`config.mk`:
```
export PLATFORM = sky130hd
export DESIGN_NAME = vga_blit_dma
export DESIGN_NICKNAME = d
export VERILOG_FILES = /design/src/rtl/vga_blit_dma.sv
export SDC_FILE = /design/constraint.sdc
export NUM_CORES = 1
export LEC_CHECK = 0
export CAP_MARGIN = 10
export CORE_MARGIN = 1
export CORE_UTILIZATION = 25
export DETAILED_ROUTE_END_ITERATION = 16
export PLACE_DENSITY = 0.42
export SLEW_MARGIN = 15
export SYNTH_ARGS = -nofsm -noshare
export SYNTH_HDL_FRONTEND = slang
export SYNTH_SLANG_ARGS = --single-unit
```
`constraint.sdc`:
```
create_clock -name i_clk -period 4.96 [get_ports i_clk]
set_input_delay 0.992 -clock i_clk [delete_from_list [all_inputs] [get_ports i_clk]]
set_output_delay 0.992 -clock i_clk [all_outputs]
set_load 0.02 [all_outputs]
```
`src/rtl/vga_blit_dma.sv`:
```
// ---------------------------------------------------------------------------
// vga_blit_dma
//   Blitter DMA for the gfx card. Copies a (WIDTH+1) x (HEIGHT+1) rectangle
//   from tiled source RAM into the framebuffer column by column, or fills the
//   rectangle with a constant colour. The CPU programs it through a 16-entry
//   register window; the video bus is shared with scan-out and is only used
//   in cycles where i_free_vbus_b is low.
//
//   Optional feature: define VGA_BLIT_FLIP_EN to honour CTRL bits 3/4
//   (mirror destination x / y). Without the macro those bits are ignored.
//
// Ports
//   i_clk, i_rst     clock, asynchronous active-high reset
//   i_reg_we/addr/data  CPU register write port
//   o_reg_rdata      status: bit0 active, bit1 done (sticky)
//   o_src_re/addr/page  source read request, data back on i_src_data next cycle
//   i_free_vbus_b    low = video bus available this cycle
//   o_dst_we/addr/data  framebuffer write
//   o_active         transfer in progress
//   o_done           one-cycle pulse on completion or abort
// ---------------------------------------------------------------------------
module vga_blit_dma #(
  parameter int SRC_XW = 8,
  parameter int SRC_YW = 5,
  parameter int PAGE_W = 2,
  parameter int DST_XW = 8,
  parameter int DST_YW = 8,
  parameter int DW     = 8,
  parameter int CNT_W  = 8
) (
  input  logic                       i_clk,
  input  logic                       i_rst,
  input  logic                       i_reg_we,
  input  logic [3:0]                 i_reg_addr,
  input  logic [DW-1:0]              i_reg_data,
  output logic [DW-1:0]              o_reg_rdata,
  output logic                       o_src_re,
  output logic [SRC_YW+SRC_XW-1:0]   o_src_addr,
  output logic [PAGE_W-1:0]          o_src_page,
  input  logic [DW-1:0]              i_src_data,
  input  logic                       i_free_vbus_b,
  output logic                       o_dst_we,
  output logic [DST_YW+DST_XW-1:0]   o_dst_addr,
  output logic [DW-1:0]              o_dst_data,
  output logic                       o_active,
  output logic                       o_done
);

  typedef enum logic [1:0] {S_IDLE = 2'd0, S_RUN = 2'd1, S_DRAIN = 2'd2} state_t;

  state_t state_q, state_d;

  // programming registers
  logic [SRC_XW-1:0] src_x_q;
  logic [SRC_YW-1:0] src_y_q;
  logic [PAGE_W-1:0] page_q;
  logic [DST_XW-1:0] dst_x_q;
  logic [DST_YW-1:0] dst_y_q;
  logic [CNT_W-1:0]  width_q, height_q;
  logic [7:0]        mask_q;
  logic [DW-1:0]     key_q, fill_q;
  logic              copy_all_q, fill_mode_q;
`ifdef VGA_BLIT_FLIP_EN
  logic              flip_x_q, flip_y_q;
`endif

  // traversal state
  logic [CNT_W-1:0]  x_q, y_q;
  logic [SRC_YW-1:0] row_q;
  logic [SRC_XW-1:0] col_q;

  // pipeline
  logic                     vld_p1_q, rd_p1_q;
  logic [DST_YW+DST_XW-1:0] addr_p1_q;
  logic [DW-1:0]            skid_p1_q;

  logic done_q, done_d, done_flag_q;

  logic ctrl_wr, active, start, abort, go, issue, last_pix, finish;
  logic [SRC_XW-1:0] xmask;
  logic [SRC_YW-1:0] ymask;
  logic [DST_XW-1:0] dx;
  logic [DST_YW-1:0] dy;
  logic [DW-1:0]     pix;
  logic              skip, wr_copy, wr_fill;

  // Masked increment: only the bits under the mask count, the rest stay put,
  // so the walk wraps inside an aligned 2^k tile.
  function automatic logic [SRC_XW-1:0] tile_inc_x(input logic [SRC_XW-1:0] v,
                                                   input logic [SRC_XW-1:0] m);
    return (v & ~m) | ((v + SRC_XW'(1)) & m);
  endfunction

  function automatic logic [SRC_YW-1:0] tile_inc_y(input logic [SRC_YW-1:0] v,
                                                   input logic [SRC_YW-1:0] m);
    return (v & ~m) | ((v + SRC_YW'(1)) & m);
  endfunction

  assign ctrl_wr  = i_reg_we && (i_reg_addr == 4'd7);
  assign active   = (state_q != S_IDLE);
  assign start    = ctrl_wr && !i_reg_data[2] && !active;
  assign abort    = ctrl_wr && i_reg_data[2] && active;
  // an abort cycle issues nothing and drops the pending write
  assign go       = !i_free_vbus_b && !abort;
  assign issue    = (state_q == S_RUN) && go;
  assign last_pix = (x_q == width_q) && (y_q == height_q);
  assign xmask    = SRC_XW'(mask_q[4:0]);
  assign ymask    = SRC_YW'(mask_q[7:5]);

  always_comb begin
    dx = dst_x_q + DST_XW'(x_q);
    dy = dst_y_q + DST_YW'(y_q);
`ifdef VGA_BLIT_FLIP_EN
    if (flip_x_q) dx = dst_x_q - DST_XW'(x_q);
    if (flip_y_q) dy = dst_y_q - DST_YW'(y_q);
`endif
  end

  always_comb begin
    state_d = state_q;
    finish  = 1'b0;
    unique case (state_q)
      S_IDLE:  if (start) state_d = S_RUN;
      S_RUN: begin
        if (abort)                  state_d = S_IDLE;
        else if (issue && last_pix) state_d = S_DRAIN;
      end
      S_DRAIN: begin
        if (abort) state_d = S_IDLE;
        else if (!vld_p1_q || go) begin
          state_d = S_IDLE;
          finish  = 1'b1;
        end
      end
      default: state_d = S_IDLE;
    endcase
  end

  assign done_d = abort || finish;

  always_ff @(posedge i_clk or posedge i_rst) begin
    if (i_rst) begin
      state_q     <= S_IDLE;
      done_q      <= 1'b0;
      done_flag_q <= 1'b0;
    end else begin
      state_q <= state_d;
      done_q  <= done_d;
      if (start)       done_flag_q <= 1'b0;
      else if (done_d) done_flag_q <= 1'b1;
    end
  end

  always_ff @(posedge i_clk or posedge i_rst) begin
    if (i_rst) begin
      src_x_q     <= '0;
      src_y_q     <= '0;
      page_q      <= '0;
      dst_x_q     <= '0;
      dst_y_q     <= '0;
      width_q     <= '0;
      height_q    <= '0;
      mask_q      <= 8'hFF;
      key_q       <= '0;
      fill_q      <= '0;
      copy_all_q  <= 1'b0;
      fill_mode_q <= 1'b0;
`ifdef VGA_BLIT_FLIP_EN
      flip_x_q    <= 1'b0;
      flip_y_q    <= 1'b0;
`endif
    end else if (i_reg_we && !active) begin
      case (i_reg_addr)
        4'd0: src_x_q  <= SRC_XW'(i_reg_data);
        4'd1: begin
          src_y_q <= i_reg_data[SRC_YW-1:0];
          page_q  <= i_reg_data[SRC_YW+PAGE_W-1:SRC_YW];
        end
        4'd2: dst_x_q  <= DST_XW'(i_reg_data);
        4'd3: dst_y_q  <= DST_YW'(i_reg_data);
        4'd4: width_q  <= CNT_W'(i_reg_data);
        4'd5: height_q <= CNT_W'(i_reg_data);
        4'd6: mask_q   <= 8'(i_reg_data);
        4'd7: begin
          if (!i_reg_data[2]) begin
            copy_all_q  <= i_reg_data[0];
            fill_mode_q <= i_reg_data[1];
`ifdef VGA_BLIT_FLIP_EN
            flip_x_q    <= i_reg_data[3];
            flip_y_q    <= i_reg_data[4];
`endif
          end
        end
        4'd8: key_q  <= i_reg_data;
        4'd9: fill_q <= i_reg_data;
        default: ;
      endcase
    end
  end

  // ---- stage 1: issue source read / fill write, advance traversal ----
  always_ff @(posedge i_clk or posedge i_rst) begin
    if (i_rst) begin
      x_q   <= '0;
      y_q   <= '0;
      row_q <= '0;
      col_q <= '0;
    end else if (start) begin
      x_q   <= '0;
      y_q   <= '0;
      row_q <= src_y_q;
      col_q <= src_x_q;
    end else if (issue) begin
      if (y_q == height_q) begin
        y_q   <= '0;
        x_q   <= x_q + CNT_W'(1);
        row_q <= src_y_q;
        col_q <= tile_inc_x(col_q, xmask);
      end else begin
        y_q   <= y_q + CNT_W'(1);
        row_q <= tile_inc_y(row_q, ymask);
      end
    end
  end

  always_ff @(posedge i_clk or posedge i_rst) begin
    if (i_rst) begin
      vld_p1_q <= 1'b0;
      rd_p1_q  <= 1'b0;
    end else begin
      rd_p1_q <= o_src_re;
      if (abort)              vld_p1_q <= 1'b0;
      else if (!i_free_vbus_b) vld_p1_q <= o_src_re;
    end
  end

  // ---- stage 2: framebuffer write; skid holds read data across stalls ----
  always_ff @(posedge i_clk) begin
    if (rd_p1_q) skid_p1_q <= i_src_data;
    if (issue)   addr_p1_q <= {dy, dx};
  end

  assign pix     = rd_p1_q ? i_src_data : skid_p1_q;
  assign skip    = !copy_all_q && (pix == key_q);
  assign wr_copy = vld_p1_q && go && !skip;
  assign wr_fill = issue && fill_mode_q;

  assign o_src_re    = issue && !fill_mode_q;
  assign o_src_addr  = o_src_re ? {row_q, col_q} : '0;
  assign o_src_page  = o_src_re ? page_q : '0;
  assign o_dst_we    = wr_copy || wr_fill;
  assign o_dst_addr  = wr_fill ? {dy, dx} : (wr_copy ? addr_p1_q : '0);
  assign o_dst_data  = wr_fill ? fill_q : (wr_copy ? pix : '0);
  assign o_active    = active;
  assign o_done      = done_q;
  assign o_reg_rdata = DW'({done_flag_q, active});

endmodule

```
# Word level (Yosys, flattened, before mapping)
# Cells that the tools add are included.
totals:
  regBits: 132
  input_bits: 24
  out_inout_bits: 51
classes:
  addsub: 6
  n_eq_ne: 18
  muxes: 32
  bitwise: 9
  n_reduce_logical: 44
ops:
  columns: ["op", "count"]
  rows:
  - ["two-way mux 8 bit", 12]
  - ["two-way mux 16 bit", 2]
  - ["adder 8 x 1 -> 8 bit (second input constant)", 3]
  - ["== test 8 bit", 3]
  - ["AND reduction 2 bit", 10]
  - ["adder 8 bit", 2]
  - ["== test 4 x 3 -> 1 bit (second input constant)", 4]
  - ["logical AND 1 bit", 15]
  - ["two-way mux 5 bit", 3]
  - ["two-way mux 13 bit", 1]
  - ["two-way mux 2 bit", 6]
  - ["bitwise AND 8 x 5 -> 8 bit", 1]
  - ["bitwise AND 8 bit", 1]
  - ["== test 4 x 2 -> 1 bit (second input constant)", 2]
  - ["== test 4 bit (second input constant)", 2]
  - ["logical NOT 1 bit", 8]
  - ["NOT 5 -> 8 bit", 1]
  - ["bitwise OR 8 bit", 1]
  - ["nonzero test 2 bit", 4]
  - ["two-way mux 1 bit", 7]
  - ["one-hot mux 2 bit (3 select lines)", 1]
  - ["AND reduction 3 bit", 2]
  - ["adder 5 x 1 -> 5 bit (second input constant)", 1]
  - ["bitwise AND 5 x 3 -> 5 bit", 1]
  - ["other kinds (14)", 16]

# Longest topological paths before layout
depth:
  ltp_word: 13
  depth_mapped: 11

# Worst setup path before layout
# OpenSTA, ideal clock, no wires.
synth_timing:
  path_kind: "input to output"
  startpoint: "input port i_reg_addr[1]"
  endpoint: "output port o_dst_addr[10]"
  t_arrival_ns: 2.899
  t_required_ns: 3.968
  setup_slack_ns: 1.069
  stages: 10
  cell_sequence: "buf_2 -> nand3_1 -> nor3_4 -> or3_1 -> buf_6 -> inv_2 -> and2_4 -> buf_6 -> clkbuf_1 -> a22o_1"
synth_rtl:
  columns: ["item", "line_no", "source"]
  rows:
  - ["from (decl)", "34", "input logic [3:0] i_reg_addr,"]
  - ["== test 4 x 3 -> 1 bit", "99", "assign ctrl_wr = i_reg_we && (i_reg_addr == 4'd7);"]
  - ["logical AND 1 bit", "99", null]
  - ["logical AND 1 bit (2 in series)", "102", "assign abort = ctrl_wr && i_reg_data[2] && active;"]
  - ["logical NOT 1 bit", "104", "assign go = !i_free_vbus_b && !abort;"]
  - ["logical AND 1 bit", "104", null]
  - ["logical AND 1 bit", "105", "assign issue = (state_q == S_RUN) && go;"]
  - ["named net issue", "79", "logic ctrl_wr, active, start, abort, go, issue, last_pix, finish;"]
  - ["logical AND 1 bit", "246", "assign wr_fill = issue && fill_mode_q;"]
  - ["two-way mux 16 bit", "252", "assign o_dst_addr = wr_fill ? {dy, dx} : (wr_copy ? addr_p1_q : '0);"]
  - ["to (decl)", "43", "output logic [DST_YW+DST_XW-1:0] o_dst_addr,"]
# The timed path passes the listed nets, and every way through them passes these cells.

# Worst setup path after layout
layout_timing:
  startpoint: "input port i_reg_we"
  endpoint: "output port o_dst_data[5]"
layout_rtl:
  columns: ["item", "line_no", "source"]
  rows:
  - ["from (decl)", "33", "input logic i_reg_we,"]
  - ["logical AND 1 bit", "99", null]
  - ["logical AND 1 bit (2 in series)", "102", null]
  - ["logical NOT 1 bit", "104", null]
  - ["logical AND 1 bit", "104", null]
  - ["logical AND 1 bit", "105", null]
  - ["named net issue", "79", null]
  - ["logical AND 1 bit", "246", null]
  - ["two-way mux 8 bit", "253", "assign o_dst_data = wr_fill ? fill_q : (wr_copy ? pix : '0);"]
  - ["to (decl)", "44", "output logic [DW-1:0] o_dst_data,"]
# The timed path passes the listed nets, and every way through them passes these cells.

==> results_dict.tcl <==
set metrics [dict create \
    status "finished clean" \
    p_sw_share_pct 32.1 \
    reg2reg_depth 7 \
    setup_violations 0 \
    final_common_cell "dfrtp_1" \
    die-area_sq_um 27300 \
    synth_area_sq_um 6650 \
    synthArstFlopShare_pct 81.8 \
    combinationalPowerShare_pct 30.4 \
    die_y_um 165 \
    min_to "col_q[5]" \
    core_sq_um 26100 \
    grt_pass1_vias 4762 \
    clock-root-buffer "clkbuf_16" \
    cts_tree "done" \
    worstHoldPathType "reg -> reg" \
    htreeDepth 4 \
    pin_count 75 \
    port_buffers 68 \
    r2r_slack_ps 2360 \
    pwr-share-seq_pct 39.4 \
    grt_first_pass_wirelength_um 27300 \
    firstDrtPassIters 4 \
    ys_seq_area_share_pct 50.4 \
    antenna_found_initial 0 \
    totalPowerFinal_mw 4.45 \
    r2r_start "state_q[1]" \
    ir_drop_mv 0.198 \
    initial_core_util_pct 25.5 \
    endpoint_kind "output pin" \
    routed_wl_um 17300 \
    synth_edf_count 16 \
    grt_max_degree 71 \
    grt_overflow 0 \
    die_width_um 165 \
    synth.ff_latch_count 132 \
    power_density_nw_per_um2 534 \
    tightest_slew_ps 992 \
    cp.arrival_ps 3710 \
    final_cell_mix "dfrtp_1, clkdlybuf4s50_1, mux2_2" \
    yosysWarnings 0 \
    slowest_stage "clkdlybuf4s50_1" \
    wire_per_inst_um 17.1 \
    slew_violations 0 \
    cts_sinks 132 \
    hpwl_um 12200 \
    num_antenna_cells 0 \
    slowest_delay_ps 620 \
    numCtsBuffers 17 \
    path_clk_slew_ps 60 \
    slew_headroom_pct 33.3 \
    max_freq_mhz 213 \
    cap_violations 0 \
    drive_gt1_share_pct 20.6 \
    synth_ff_type "dfrtp_1" \
    routabilityCongestion 0.791 \
    ys_types 56 \
    clockPowerShare_pct 30.2 \
    critPathMaxFanout 12 \
    clkLatencyLatePin_ps 420 \
    grt_use_total_pct 13.7 \
    fin_crit_sh_pct 94.9 \
    worstPathRequired_ps 3970 \
    path_cells "clkdlybuf4s50_1 > nand3_1 > nor3_4 > or3_1 > inv_2 > and2_4 > or3_4 > o21ai_2 > clkdlybuf4s50_1" \
    hold_viol 0 \
    drc 0 \
    cts_buffer_depth 2 \
    synth_cells 589 \
    avgViaCountPerCell 4.58 \
    nets 711 \
    cp_common_cell "clkdlybuf4s50_1" \
    holdPathStages 2 \
    p_leak_nw 3.58 \
    p_sw_mw 1.43 \
    final_cell_area_sq_um 8340 \
    clock_skew_ps 7.78 \
    cp-start-kind "input port" \
    ant_nets 0 \
    drt_iter0_markers 270 \
    fin_util_pct 32.0 \
    rsz0062_at_grt "no" \
    hp-start "src_x_q[5]" \
    critical_path_class "in -> out" \
    fin_crit_ps 4700 \
    syn_area_per_cell_sq_um 11.3 \
    vias 4652 \
    rows 59 \
    tns_ps 0 \
    final.hold.worst_slack_ps 466 \
    p_int_mw 3.02 \
    place_area_sq_um 7710 \
    area_growth_pct 25.4 \
]
-- synth_stat cells, drive strengths merged (2+ instances only) --
library cell / instances / area [sq um]
nand4: 10 / 62.6
a21o: 4 / 30.0
a22o: 16 / 140
dfstp: 8 / 210
nor3: 18 / 123
and3: 9 / 56.3
fa: 2 / 40.0
xor2: 22 / 193
nand3: 13 / 65.1
o21bai: 4 / 30.0
a21oi: 16 / 80.1
nand3b: 2 / 15.0
nor4: 5 / 46.3
nand2: 57 / 214
mux2: 66 / 743
or3: 3 / 18.8
ha: 18 / 225
clkbuf: 7 / 26.3
nand2b: 4 / 32.5
o21ai: 37 / 219
nor3b: 2 / 20.0
o211ai: 2 / 15.0
xnor2: 21 / 184
buf: 24 / 173
inv: 24 / 90.1
mux2i: 11 / 110
dfrtp: 100 / 2500
dfxtp: 8 / 160
and2: 17 / 109
nor2: 22 / 82.6
o22ai: 3 / 18.8
nor4b: 2 / 17.5
a22oi: 3 / 22.5
edfxtp: 16 / 480
nor2b: 3 / 18.8
-- power by group through the flow --
stage	logic [mW]	clock network [mW]	registers, mW
2_1_floorplan	1.00	0	1.68
3_3_place_gp	1.35	0	1.76
3_5_place_dp	1.37	0	1.78
4_1_cts	1.38	1.37	1.76
5_1_grt	1.52	1.42	1.81
6_report	1.35	1.35	1.75
-- metrics by stage --
step / instances / setup slack (ps)
2_1_floorplan: 594 / 1070
3_3_place_gp: 983 / 165
3_5_place_dp: 983 / 117
4_1_cts: 1015 / 115
5_1_grt: 1015 / 67.0
6_report: 1015 / 255
-- metal layers --
layer | wire length (um) | track usage (%)
met3 | 620 | 3.02
met5 | 0 | 0
met1 | 8520 | 19.3
met2 | 7940 | 20.7
met4 | 231 | 4.50
-- flip-flops by register name (all words and copies together) (netlist names), 5 cells and up, named ones only --
register,cells
fill_q,8
dst_x_q,8
src_x_q,8
x_q,8
skid_p1_q,8
width_q,8
key_q,8
dst_y_q,8
addr_p1_q,16
y_q,8
mask_q,8
src_y_q,5
height_q,8
-- cells by family (layout without fill, tap and decap cells) --
| kind of cell | Yosys count | in the layout | synth area share (%) |
|---|---|---|---|
| compound gates | 91 | 91 | 9.14 |
| buf+inv | 55 | 141 | 4.34 |
| fa+ha+maj | 20 | 20 | 3.99 |
| other cells | 1 | 6 | 0.0564 |
| mux | 77 | 77 | 12.8 |
| flops | 132 | 132 | 50.4 |
| simple gates | 170 | 170 | 13.6 |
| xor+xnor | 43 | 43 | 5.66 |
-- worst max-delay path, delay by kind of cell --
kind | cells | cell delay [ps]
and+or+nand+nor | 5 | 1390
buffers and inverters | 3 | 1190
AOI/OAI and AO/OA | 1 | 140
-- worst max path at each step --
stage | cells past startpoint | startpoint | to
6_report | 9 | i_reg_we | o_dst_data[5]
5_1_grt | 10 | i_reg_we | o_dst_addr[15]
4_1_cts | 9 | i_reg_we | o_dst_data[6]
3_5_place_dp | 9 | i_reg_we | o_dst_data[6]
3_3_place_gp | 9 | i_reg_we | o_dst_data[4]
2_1_floorplan | 10 | i_reg_addr[1] | o_dst_addr[10]
-- layout make-up --
type                    count  area, sq um
clock buffers              19          433
well taps                 335          419
flip-flops and latches    132         3350
inverters                  24         92.6
repair buffers             85          808
multi-input cells         407         3050
fillers                  2668        17700
clock inverters            13          188
-- timing repair --
action                                  in CTS  in global routing
setup buffers                                0                  0
hold buffers                                 0                  0
resized for setup                            0                  1
endpoints found under the setup margin       0                  8
Note: power is estimated with default switching activity, not from simulation.
